==> src/rtl/mem_port_arbiter_pkg.sv <==
// Shared definitions for the RAM port arbiter, boot loader and RAM wrapper.
package mem_port_arbiter_pkg;

   localparam int RAM_ADDR_W = 16;
   localparam int RAM_DATA_W = 32;

   typedef enum logic [1:0] {
      BOOT   = 2'd0,
      SETTLE = 2'd1,
      RUN    = 2'd2
   } arb_state_t;

   // Saturating 4-bit increment: never passes lim.
   function automatic logic [3:0] sat_inc(input logic [3:0] v, input logic [3:0] lim);
      return (v >= lim) ? lim : v + 4'd1;
   endfunction

endpackage

==> src/rtl/mem_port_arbiter_if.sv <==
// CPU-side request bus: instruction fetch and load/store handshakes.
interface mem_port_arbiter_if
   import mem_port_arbiter_pkg::*;
#(
   parameter int ADDR_W = RAM_ADDR_W,
   parameter int DATA_W = RAM_DATA_W
);

   logic              if_req;
   logic [ADDR_W-1:0] if_addr;
   logic              if_gnt;
   logic              if_rvalid;
   logic [DATA_W-1:0] if_rdata;

   logic              dm_req;
   logic              dm_we;
   logic [ADDR_W-1:0] dm_addr;
   logic [DATA_W-1:0] dm_wdata;
   logic              dm_gnt;
   logic              dm_rvalid;
   logic [DATA_W-1:0] dm_rdata;

   // CPU core side
   modport master (
      output if_req, if_addr, dm_req, dm_we, dm_addr, dm_wdata,
      input  if_gnt, if_rvalid, if_rdata, dm_gnt, dm_rvalid, dm_rdata
   );

   // Arbiter side
   modport slave (
      input  if_req, if_addr, dm_req, dm_we, dm_addr, dm_wdata,
      output if_gnt, if_rvalid, if_rdata, dm_gnt, dm_rvalid, dm_rdata
   );

endinterface

==> src/rtl/mem_port_arbiter_fetch_starve_counter.sv <==
// Counts consecutive denied fetch cycles and forces one fetch win once the
// count reaches MAX_WAIT. Only counts while the arbiter is in RUN.
module fetch_starve_counter
   import mem_port_arbiter_pkg::*;
#(
   parameter int MAX_WAIT = 4
) (
   input  logic Clk,
   input  logic Reset,
   input  logic run,
   input  logic if_req,
   input  logic if_gnt,
   output logic force_if
);

   localparam logic [3:0] WAIT_LIM = 4'(MAX_WAIT);

   logic [3:0] wait_cnt;

   // Saturating count of denied fetch cycles; any grant or dropped request clears it.
   always_ff @(posedge Clk or posedge Reset) begin
      if (Reset) begin
         wait_cnt <= '0;
      end else if (run && if_req && !if_gnt) begin
         wait_cnt <= sat_inc(wait_cnt, WAIT_LIM);
      end else begin
         wait_cnt <= '0;
      end
   end

   assign force_if = (wait_cnt == WAIT_LIM);

endmodule

==> src/rtl/mem_port_arbiter.sv <==
// Single RAM port shared by the boot loader, CPU fetch and CPU load/store.
//
//  state  | meaning
//  -------+-----------------------------------------------------------
//  BOOT   | loader owns the port, CPU stalled, no grants
//  SETTLE | one quiet cycle after boot_done, no writes, no grants
//  RUN    | CPU released; data wins over fetch except when fetch starved
module mem_port_arbiter
   import mem_port_arbiter_pkg::*;
#(
   parameter int ADDR_W   = RAM_ADDR_W,
   parameter int DATA_W   = RAM_DATA_W,
   parameter int MAX_WAIT = 4
) (
   input  logic              Clk,
   input  logic              Reset,

   input  logic              boot_wren,
   input  logic [ADDR_W-1:0] boot_addr,
   input  logic [DATA_W-1:0] boot_data,
   input  logic              boot_done,

   mem_port_arbiter_if.slave cpu,

   output logic [ADDR_W-1:0] mem_addr,
   output logic              mem_wren,
   output logic [DATA_W-1:0] mem_wdata,
   input  logic [DATA_W-1:0] mem_q,

   output logic              cpu_run
);

   localparam logic [1:0] ST_BOOT   = BOOT;
   localparam logic [1:0] ST_SETTLE = SETTLE;
   localparam logic [1:0] ST_RUN    = RUN;

   logic [1:0] state_q;
   logic [1:0] state_d;
   logic       run;
   logic       force_if;
   logic       if_win;
   logic       dm_win;
   logic       if_tag_q;
   logic       dm_tag_q;

   // Next-state: BOOT waits for the loader, SETTLE is a single cycle, RUN is sticky.
   always_comb begin
      state_d = state_q;
      case (state_q)
         ST_BOOT:   if (boot_done) state_d = ST_SETTLE;
         ST_SETTLE: state_d = ST_RUN;
         ST_RUN:    state_d = ST_RUN;
         default:   state_d = ST_BOOT;
      endcase
   end

   // State register; Reset returns to BOOT immediately.
   always_ff @(posedge Clk or posedge Reset) begin
      if (Reset) state_q <= ST_BOOT;
      else       state_q <= state_d;
   end

   assign run     = (state_q == ST_RUN);
   assign cpu_run = run;

   fetch_starve_counter #(
      .MAX_WAIT (MAX_WAIT)
   ) u_starve (
      .Clk      (Clk),
      .Reset    (Reset),
      .run      (run),
      .if_req   (cpu.if_req),
      .if_gnt   (if_win),
      .force_if (force_if)
   );

   // Same-cycle arbitration: data first, fetch when alone or starved.
   always_comb begin
      if_win = run && cpu.if_req && (!cpu.dm_req || force_if);
      dm_win = run && cpu.dm_req && !if_win;
   end

   assign cpu.if_gnt = if_win;
   assign cpu.dm_gnt = dm_win;

   // RAM port mux. Reset gates the loader strobe so the port is quiet while held.
   always_comb begin
      mem_addr  = cpu.if_addr;
      mem_wdata = cpu.dm_wdata;
      mem_wren  = 1'b0;
      case (state_q)
         ST_BOOT: begin
            mem_addr  = boot_addr;
            mem_wdata = boot_data;
            mem_wren  = boot_wren && !Reset;
         end
         ST_SETTLE: begin
            mem_addr  = boot_addr;
            mem_wdata = boot_data;
         end
         ST_RUN: begin
            mem_addr = dm_win ? cpu.dm_addr : cpu.if_addr;
            mem_wren = dm_win && cpu.dm_we;
         end
         default: ;
      endcase
   end

   // Read-return tags: mark which requester owns next cycle's mem_q. Stores leave no tag.
   always_ff @(posedge Clk or posedge Reset) begin
      if (Reset) begin
         if_tag_q <= 1'b0;
         dm_tag_q <= 1'b0;
      end else begin
         if_tag_q <= if_win;
         dm_tag_q <= dm_win && !cpu.dm_we;
      end
   end

   assign cpu.if_rvalid = if_tag_q;
   assign cpu.dm_rvalid = dm_tag_q;
   assign cpu.if_rdata  = mem_q;
   assign cpu.dm_rdata  = mem_q;

endmodule

==> src/flat_wrapper.sv <==
// flat-port wrapper written by rule: the top's interface ports become plain ports
module mem_port_arbiter_flat import mem_port_arbiter_pkg::*;
#(
   parameter int ADDR_W   = RAM_ADDR_W,
   parameter int DATA_W   = RAM_DATA_W,
   parameter int MAX_WAIT = 4
)
  (Clk, Reset, boot_wren, boot_addr, boot_data, boot_done, mem_addr, mem_wren, mem_wdata, mem_q, cpu_run, cpu_if_req, cpu_if_addr, cpu_dm_req, cpu_dm_we, cpu_dm_addr, cpu_dm_wdata, cpu_if_gnt, cpu_if_rvalid, cpu_if_rdata, cpu_dm_gnt, cpu_dm_rvalid, cpu_dm_rdata);
  mem_port_arbiter_if #(.ADDR_W(ADDR_W), .DATA_W(DATA_W)) cpu_i ();
  input  logic Clk;
  input  logic Reset;
  input  logic boot_wren;
  input  logic [ADDR_W-1:0] boot_addr;
  input  logic [DATA_W-1:0] boot_data;
  input  logic boot_done;
  output logic [ADDR_W-1:0] mem_addr;
  output logic mem_wren;
  output logic [DATA_W-1:0] mem_wdata;
  input  logic [DATA_W-1:0] mem_q;
  output logic cpu_run;
  input wire logic [$bits(cpu_i.if_req)-1:0] cpu_if_req;
  input wire logic [$bits(cpu_i.if_addr)-1:0] cpu_if_addr;
  input wire logic [$bits(cpu_i.dm_req)-1:0] cpu_dm_req;
  input wire logic [$bits(cpu_i.dm_we)-1:0] cpu_dm_we;
  input wire logic [$bits(cpu_i.dm_addr)-1:0] cpu_dm_addr;
  input wire logic [$bits(cpu_i.dm_wdata)-1:0] cpu_dm_wdata;
  output wire logic [$bits(cpu_i.if_gnt)-1:0] cpu_if_gnt;
  output wire logic [$bits(cpu_i.if_rvalid)-1:0] cpu_if_rvalid;
  output wire logic [$bits(cpu_i.if_rdata)-1:0] cpu_if_rdata;
  output wire logic [$bits(cpu_i.dm_gnt)-1:0] cpu_dm_gnt;
  output wire logic [$bits(cpu_i.dm_rvalid)-1:0] cpu_dm_rvalid;
  output wire logic [$bits(cpu_i.dm_rdata)-1:0] cpu_dm_rdata;
  assign cpu_i.if_req = cpu_if_req;
  assign cpu_i.if_addr = cpu_if_addr;
  assign cpu_i.dm_req = cpu_dm_req;
  assign cpu_i.dm_we = cpu_dm_we;
  assign cpu_i.dm_addr = cpu_dm_addr;
  assign cpu_i.dm_wdata = cpu_dm_wdata;
  assign cpu_if_gnt = cpu_i.if_gnt;
  assign cpu_if_rvalid = cpu_i.if_rvalid;
  assign cpu_if_rdata = cpu_i.if_rdata;
  assign cpu_dm_gnt = cpu_i.dm_gnt;
  assign cpu_dm_rvalid = cpu_i.dm_rvalid;
  assign cpu_dm_rdata = cpu_i.dm_rdata;
  mem_port_arbiter #(.ADDR_W(ADDR_W), .DATA_W(DATA_W), .MAX_WAIT(MAX_WAIT)) u_core (.Clk(Clk), .Reset(Reset), .boot_wren(boot_wren), .boot_addr(boot_addr), .boot_data(boot_data), .boot_done(boot_done), .cpu(cpu_i), .mem_addr(mem_addr), .mem_wren(mem_wren), .mem_wdata(mem_wdata), .mem_q(mem_q), .cpu_run(cpu_run));
endmodule
==> config.mk <==
export PLATFORM = sky130hd
export DESIGN_NAME = mem_port_arbiter_flat
export DESIGN_NICKNAME = d
export VERILOG_FILES = /design/src/rtl/mem_port_arbiter_pkg.sv /design/src/rtl/mem_port_arbiter_if.sv /design/src/rtl/mem_port_arbiter_fetch_starve_counter.sv /design/src/rtl/mem_port_arbiter.sv /design/src/flat_wrapper.sv
export SDC_FILE = /design/constraint.sdc
export NUM_CORES = 1
export LEC_CHECK = 0
export BUFFER_PORTS_ARGS = -buffer_cell sky130_fd_sc_hd__buf_2
export CORE_AREA = 2 2 105 107
export CTS_CLUSTER_SIZE = 16
export DETAILED_ROUTE_END_ITERATION = 12
export DIE_AREA = 0 0 107 109
export GPL_TIMING_DRIVEN = 0
export HOLD_SLACK_MARGIN = 0.1
export PLACE_DENSITY = 0.51
export SLEW_MARGIN = 15
export SYNTH_ARGS = -nofsm -noshare
export SYNTH_HDL_FRONTEND = slang
export SYNTH_HIERARCHICAL = 1
export SYNTH_SLANG_ARGS = --single-unit
==> constraint.sdc <==
create_clock -name Clk -period 1.9 [get_ports Clk]
set_clock_uncertainty 0.1 [all_clocks]
set_input_delay 0 -clock Clk [delete_from_list [all_inputs] [get_ports Clk]]
set_output_delay 0 -clock Clk [all_outputs]
set_load 0.03 [all_outputs]
# Word level (Yosys, flattened, before mapping)
# Index checks and enable logic that the tools add are counted.
[classes]
n_addsub = 1
magnitude_cmp = 1
n_eq_ne = 4
mux = 8
n_reduce_logical = 16
[ops]
columns = ["op", "count"]
rows = [
  ["two-way mux 32 bit", 1],
  ["one-hot mux 16 bit (2 select lines)", 1],
  ["two-way mux 16 bit", 1],
  ["logical AND 1 bit", 8],
  ["two-way mux 4 bit", 2],
  ["adder 4 x 1 -> 4 bit (second input constant)", 1],
  ["== test 4 x 3 -> 1 bit (second input constant)", 1],
  ["greater-or-equal comparator 4 x 3 -> 1 bit (second input constant)", 1],
  ["logical NOT 1 bit", 4],
  ["one-hot mux 2 bit (2 select lines)", 1],
  ["OR reduction 2 bit", 2],
  ["== test 2 x 1 -> 1 bit (second input constant)", 1],
  ["== test 2 bit (second input constant)", 1],
  ["logical NOT 2 bit", 1],
  ["two-way mux 2 bit", 1],
  ["inequality test 2 bit (second input constant)", 1],
  ["one-hot mux 1 bit (2 select lines)", 1],
  ["logical OR 1 bit", 1],
]
[word_totals]
register_bits = 8
inputBits = 151
output_inout_bits = 118
word_cells = 34

# Depth between registers and ports, before layout
# Gate-level depths: netlist of run 1.
[depth]
ltp_word = 7
ltp_mapped = 8
ltp_nobuf = 8

# Hierarchy
# The synthesis of run 1 kept the hierarchy.
[by_module_without_submodules]
columns = ["module", "n_inst", "cells_each", "area_each_um2", "seq_area_each_um2"]
rows = [
  ["mem_port_arbiter", 1, 204, 1602.8, 100.1],
  ["fetch_starve_counter", 1, 17, 197.7, 100.1],
]

# Worst setup path before layout of run 1
# Ideal clock, no wire load.
[synth_timing]
path_kind = "flip-flop to output port"
start = "register u_core.state_q[0]"
end = "output mem_addr[0]"
t_arrival_ps = 2011
required_time_ps = 1800
path_slack_ps = -211
path_stages_with_launch = 7
n_path_buf = 1
path_cell_list = "dfrtp_1 > inv_1 > ha_1 > nand2_1 > nor4b_4 > buf_6 > a221o_1"
[synth_via]
elab_chain_cells = 7
elab_cells_between_ends = 11
classes_between = "eq/ne: 2; mux: 2; reduce/logical: 7"
[synth_lines]
columns = ["item", "line_no", "text"]
rows = [
  ["start: declaration", "mem_port_arbiter.sv:37", "logic [1:0] state_q;"],
  ["start signal: assignment", "mem_port_arbiter.sv:60", "else state_q <= state_d;"],
  ["== test 2 bit (*)", "mem_port_arbiter.sv:63", "assign run = (state_q == ST_RUN);"],
  ["via cpu_run", "flat_wrapper.sv:20", "output logic cpu_run;"],
  ["logical AND 1 bit (2 in series)", "mem_port_arbiter.sv:79", "if_win = run && cpu.if_req && (!cpu.dm_req || force_if);"],
  ["logical NOT 1 bit", "mem_port_arbiter.sv:80", "dm_win = run && cpu.dm_req && !if_win;"],
  ["logical AND 1 bit", "mem_port_arbiter.sv:80", ""],
  ["two-way mux 16 bit", "mem_port_arbiter.sv:102", "mem_addr = dm_win ? cpu.dm_addr : cpu.if_addr;"],
  ["one-hot mux 16 bit (2 select lines) (*)", "mem_port_arbiter.sv:91", "case (state_q)"],
  ["end: declaration", "flat_wrapper.sv:16", "output logic [ADDR_W-1:0] mem_addr;"],
]
# The timed path passes the listed nets; every way through them passes the cells marked *.

# Final worst setup path of run 1
[layout_timing]
start = "register u_core.u_starve.wait_cnt[0]"
end = "output mem_addr[4]"
[layout_via]
elab_chain_cells = 7
[layout_lines]
columns = ["item", "line_no", "text"]
rows = [
  ["start: declaration", "mem_port_arbiter_fetch_starve_counter.sv:18", "logic [3:0] wait_cnt;"],
  ["start signal: assignment", "mem_port_arbiter_fetch_starve_counter.sv:25", "wait_cnt <= sat_inc(wait_cnt, WAIT_LIM);"],
  ["== test 4 x 3 -> 1 bit", "mem_port_arbiter_fetch_starve_counter.sv:31", "assign force_if = (wait_cnt == WAIT_LIM);"],
  ["via u_core.force_if", "mem_port_arbiter.sv:40", "logic force_if;"],
  ["logical OR 1 bit", "mem_port_arbiter.sv:79", ""],
  ["logical AND 1 bit", "mem_port_arbiter.sv:79", ""],
  ["logical NOT 1 bit", "mem_port_arbiter.sv:80", ""],
  ["logical AND 1 bit", "mem_port_arbiter.sv:80", ""],
  ["two-way mux 16 bit", "mem_port_arbiter.sv:102", ""],
  ["one-hot mux 16 bit (2 select lines)", "mem_port_arbiter.sv:91", ""],
]
# The timed path passes the listed nets, and every way through them passes these cells.

==> flow_summary.toml, run 1 <==
[outcome]
status = "finished with violations"
violations = "setup timing"

[setup_path]
start_kind = "flop"
crit_chain = "inv_1 > ha_1 > nand2_2 > nor2_4 > nand2_2 > nor4b_4 > buf_6 > a221o_2 > buf_6"
critPathMaxFanout = 10
crit_required_ns = 1.80
reg2reg_slack_ns = 0.21
cp.arrival_ns = 1.91
crit_path_end_kind = "output pin"
cp_slowest_cell = "a221o_2"
crit_path_max_incr_delay_ns = 0.39
timing_worst_setup_path_type = "flop to output pin"

[die]
rows = 38
io_pins = 269
die_area_um2 = 11700
core_area_um2 = 10600
start_util_pct = 17.0
fp.dieW_um = 107
die_y_um = 109

[detailed_routing]
vias = 2517
firstDrtPassIters = 4
detail_route.wl_per_cell_um = 13.5
antenna_left = 0
drt_wl_total_mm = 8.36
vias_per_cell = 4.07
drtIter0Drc = 91
drc = 0

[yosys]
ys_ff_latch = 8
ys_seq_area_share_pct = 11.1
synth_area_leaders = "buf_4 27%, mux2_2 19%, dfrtp_1 11%, o21ai_0 9.2%, a221o_2 8.8%"
syn_area_um2 = 1800
synth_warnings = 6
async_flop_share_pct = 100
avgSynthCellArea_um2 = 8.15
synth_cell_types = 29
synth_top_area_share_pct = 26.7
yosysMostFrequentCell = "buf_4"
syn_inst = 221
synth_top_cell_by_area = "buf_4"
ys_top_cells_by_count = "64 x buf_4, 33 x o21ai_0, 30 x mux2_2, 20 x nand2_1, 14 x a221o_2"
syn_nets = 379
synth_edf_count = 0
ys.flop_type = "dfrtp_1"

[placed_design]
pre_cts_ws_ns = -0.330
placed_area_um2 = 3170
port_buffers = 236
placed_cells = 597
hpwl_mm = 7.09
gp_congestion = 0.763

[clock_tree]
htree_levels = 1
insertion_delay_ns = 0.23
clockBufferDepth = 2
cts_buffers = 3
cts.sink_count = 8
cts_root_buf = "clkbuf_8"
cts_tree = "done"
clkTransAtPathRegs_ns = 0.04

[sta]
hold_viol = 0
period_minus_slack_ns = 2.01
whs_ns = 0.144
slew_violations = 0
fin_ws_ns = -0.107
fin_crit_sh_pct = 106
finalSetupViolCount = 16
rsz0062_at_grt = "true"
max_freq_mhz = 498
tns_ns = -1.59

[power]
p_leak_nw = 2.19
ir_drop_uv = 859
power_density_nw_per_um2 = 1520
finalPower_mw = 6.06

[global_route]
grt_antenna_before_repair = 0
grt.total_usage_pct = 12.4
grt_start_max_net_pins = 11
grt_overflow = 0
grt_pass1_vias = 2386
grt_first_pass_wirelength_mm = 11.5

[hold_path]
hp-class = "input pin to asynchronous set/reset pin"

[finish]
drive_above_1_share_pct = 82.4
syn_to_final_growth_pct = 122
fin_nets = 638
final_util_pct = 37.7
final_cell_area_um2 = 3990
fin_cells = 618
antenna_cells = 0

[run]
cap_viol_max_count = 0
-- state kept, by name, indices dropped and copies added (netlist names) --
register / count
u_core/u_starve/wait_cnt: 4
u_core/state_q: 2
u_core/cpu.dm_rvalid: 1
u_core/cpu.if_rvalid: 1
-- where the power goes --
group          internal [mW]  switching (mW)
Combinational           2.77            2.83
Sequential             0.212          0.0466
Clock                  0.137          0.0624
-- cell type report --
cell class                      count  area, µm²
Multi-Input combinational cell    127       1230
Timing Repair Buffer              255       1710
Buffer                             74        586
Sequential cell                     8        203
Inverter                           11       43.8
Clock buffer                        3       41.3
Fill cell                        1113       6610
Tap cell                          140        175
-- kinds of logic (layout without fill, tap and decap cells) --
| logic type | after synthesis | in the layout | share of synthesized area [%] |
|---|---|---|---|
| and+or+nand+nor | 31 | 31 | 9.59 |
| muxes | 32 | 32 | 20.0 |
| DFF | 8 | 8 | 11.1 |
| other | 1 | 1 | 0.208 |
| adders and majority gates | 7 | 7 | 4.86 |
| AOI/OAI and AO/OA | 56 | 56 | 22.1 |
| buffers and inverters | 86 | 343 | 32.1 |
-- placed cells by master, fill, tap and decap left out, types with 5 or more instances in the layout --
master           n
o21ai_0         33
nand2_1         17
inv_1            8
dfrtp_1          6
buf_2          188
buf_4           72
dlygate4sd3_1    5
a221o_2         16
buf_6           51
mux2_4          32
-- worst max-delay path, delay by kind of cell, from the launching register on --
family / cells / cell delay (ns)
adder cells (fa/ha/maj): 1 / 0.15
buffers and inverters: 3 / 0.35
AND/OR/NAND/NOR: 4 / 0.42
AO/OA/AOI/OAI: 1 / 0.39
flip-flops: 1 / 0.36
-- worst paths after layout --
| kind | cells past startpoint | startpoint | endpoint |
|---|---|---|---|
| max in group asynchronous | 3 | Reset | u_core/state_q[0] |
| min in group Clk | 2 | mem_q[22] | cpu_dm_rdata[22] |
| hold reg to reg | 1 | u_core/u_starve/wait_cnt[2] | u_core/u_starve/wait_cnt[1] |
| setup / recovery | 9 | u_core/u_starve/wait_cnt[0] | mem_addr[4] |
| hold / removal | 3 | Reset | u_core/u_starve/wait_cnt[2] |
| setup reg to reg | 10 | u_core/u_starve/wait_cnt[0] | u_core/u_starve/wait_cnt[1] |
-- per-layer routing --
layer	share of wire (%)	up-vias	track usage, %	wire length, µm
li1	-	1229	-	-
met1	37	1144	13.8	3100
met2	55	135	24.7	4620
met3	6.1	9	0.837	506
met4	1.6	0	3.71	137
met5	0	-	0	0
-- timing repair --
| action | 4_1_cts | 5_1_grt |
|---|---|---|
| hold buffers | 6 | 0 |
| buffers inserted | 8 | 5 |
| pin swaps | 5 | 6 |
| endpoints found under the setup margin | 50 | 50 |
| gates resized for setup | 108 | 83 |
| hold endpoints to repair | 15 | 0 |
| gates cloned | 1 | 2 |
(Power assumes the default switching activity.)
==> run 2, diff against run 1 <==
--- a/config.mk
+++ b/config.mk
@@ -12,6 +12,7 @@
 export DIE_AREA = 0 0 107 109
 export GPL_TIMING_DRIVEN = 0
 export HOLD_SLACK_MARGIN = 0.1
+export MAX_ROUTING_LAYER = met4
 export PLACE_DENSITY = 0.51
 export SLEW_MARGIN = 15
 export SYNTH_ARGS = -nofsm -noshare
==> flow_summary.toml, run 2 (synthesis gave the netlist of run 1 again) <==
[finish]
top_regs = "u_core/u_starve/wait_cnt: 4 flops, u_core/state_q: 2 flops"
final_common_cell = "buf_2"
regMostFlops = "u_core/u_starve/wait_cnt"
final_cell_area_um2 = 3990
fin_nets = 638
largest_reg_flops = 4
drive_above_1_share_pct = 82.4
mostFrequentLayoutCells = "188 x buf_2, 72 x buf_4, 51 x buf_6, 33 x o21ai_0, 32 x mux2_4"
antenna_cells = 0
syn_to_final_growth_pct = 122
fin_cells = 618

[detailed_routing]
firstDrtPassIters = 4
vias = 2501
drc = 0
detail_route.wl_per_cell_um = 13.5
drt_wl_total_mm = 8.36
drtIter0Drc = 93
vias_per_cell = 4.05
antenna_left = 0

[hold_path]
hp-class = "input pin to asynchronous set/reset pin"

[die]
rows = 38
die_y_um = 109
io_pins = 269
die_area_um2 = 11700
core_area_um2 = 10600
start_util_pct = 17.0
fp.dieW_um = 107

[power]
p_int_mw = 3.12
switching_power_mw = 2.93
switching_share_pct = 48.4
p_clk_share_pct = 3.3
seqPwrFrac_pct = 4.3
power_density_nw_per_um2 = 1520
ir_drop_uv = 858
finalPower_mw = 6.06
p_leak_nw = 2.19
power_frac_comb_pct = 92.4

[clock_tree]
insertion_delay_ns = 0.23
cts_root_buf = "clkbuf_8"
clockBufferDepth = 2
clkTransAtPathRegs_ns = 0.04
cts.sink_count = 8
cts_buffers = 3
htree_levels = 1
cts_tree = "done"

[sta]
hold_viol = 0
rsz0062_at_grt = "true"
period_minus_slack_ns = 2.01
max_freq_mhz = 498
slew_violations = 0
finalSetupViolCount = 16
fin_ws_ns = -0.107
fin_crit_sh_pct = 106

[setup_path]
crit_path_max_incr_delay_ns = 0.39
critPathTopFamily = "simple AND/OR/NAND/NOR gates"
timing_worst_setup_path_type = "flop to output pin"
crit_required_ns = 1.80
crit_chain = "inv_1 > ha_1 > nand2_2 > nor2_4 > nand2_2 > nor4b_4 > buf_6 > a221o_2 > buf_6"
crit_path_end_kind = "output pin"
cp.arrival_ns = 1.91
path_buf_inv = 3
critPathMaxFanout = 10
start_kind = "flop"
cp_slowest_cell = "a221o_2"

[global_route]
grt.total_usage_pct = 12.7
grt_start_max_net_pins = 11
grt_antenna_before_repair = 0
grt_first_pass_wirelength_mm = 11.5
grt_overflow = 0
grt_pass1_vias = 2385

[placed_design]
pre_cts_ws_ns = -0.330
port_buffers = 236
hpwl_mm = 7.09
placed_area_um2 = 3170
gp_congestion = 0.773
placed_cells = 597

[run]
cap_viol_max_count = 0

[outcome]
status = "finished with violations"
violations = "setup timing"
## run 2: final timing paths
kind,cells after the start,slack (ns),to,startpoint
max in group asynchronous,3,1.39,u_core/state_q[0],Reset
worst max register to register,10,0.21,u_core/u_starve/wait_cnt[1],u_core/u_starve/wait_cnt[0]
min in group Clk,2,0.15,cpu_dm_rdata[22],mem_q[22]
worst max-delay path,9,-0.11,mem_addr[4],u_core/u_starve/wait_cnt[0]
worst min register to register,1,0.41,u_core/u_starve/wait_cnt[1],u_core/u_starve/wait_cnt[2]
worst min-delay path,3,0.14,u_core/u_starve/wait_cnt[2],Reset
## run 2: power groups by stage
stage / registers, mW / logic (mW) / clock network (mW)
finish: 0.258 / 5.60 / 0.199
global placement: 0.240 / 3.87 / 0
detailed placement: 0.241 / 3.88 / 0
floorplan: 0.250 / 2.83 / 0
global route: 0.263 / 5.89 / 0.212
CTS: 0.253 / 4.89 / 0.204
## run 2: final cells by class
type | count | area, µm²
fill | 1113 | 6610
sequential | 8 | 203
timing repair buffer | 255 | 1710
multi-input combinational | 127 | 1230
buffer | 74 | 586
inverter | 11 | 43.8
tap | 140 | 175
clock buffer | 3 | 41.3
## run 2: metrics by stage
| stage | util (%) | setup TNS [ns] | hold WS (ns) |
|---|---|---|---|
| 2_1_floorplan | - | -0.0445 | -0.334 |
| 3_3_place_gp | 29.9 | -8.64 | -0.185 |
| 3_5_place_dp | 29.9 | -9.15 | -0.177 |
| 4_1_cts | 34.8 | -8.14 | 0.129 |
| 5_1_grt | 37.7 | -4.27 | 0.154 |
| 6_report | 37.7 | -1.58 | 0.144 |
## run 2: per-layer routing
metal  vias up  global-route usage, %  part of all wire, %
met5         -                      -                    0
met4         0                   3.71                  1.6
met3         9                  0.717                  5.9
met2       128                   24.7                   55
met1      1134                   13.9                   37
li1       1230                      -                    -
## run 2: worst min-delay path: stages
cell and delay (ns):
dlygate4sd3_1 0.54, buf_2 0.14, inv_1 0.14
## run 2: repair_timing
| item | in CTS | in global routing |
|---|---|---|
| hold buffers | 6 | 0 |
| hold endpoints to repair | 15 | 0 |
| buffers inserted | 8 | 5 |
| pin swaps | 5 | 6 |
| gates cloned | 1 | 2 |
| gates resized for setup | 108 | 83 |
| endpoints found under the setup margin | 50 | 50 |
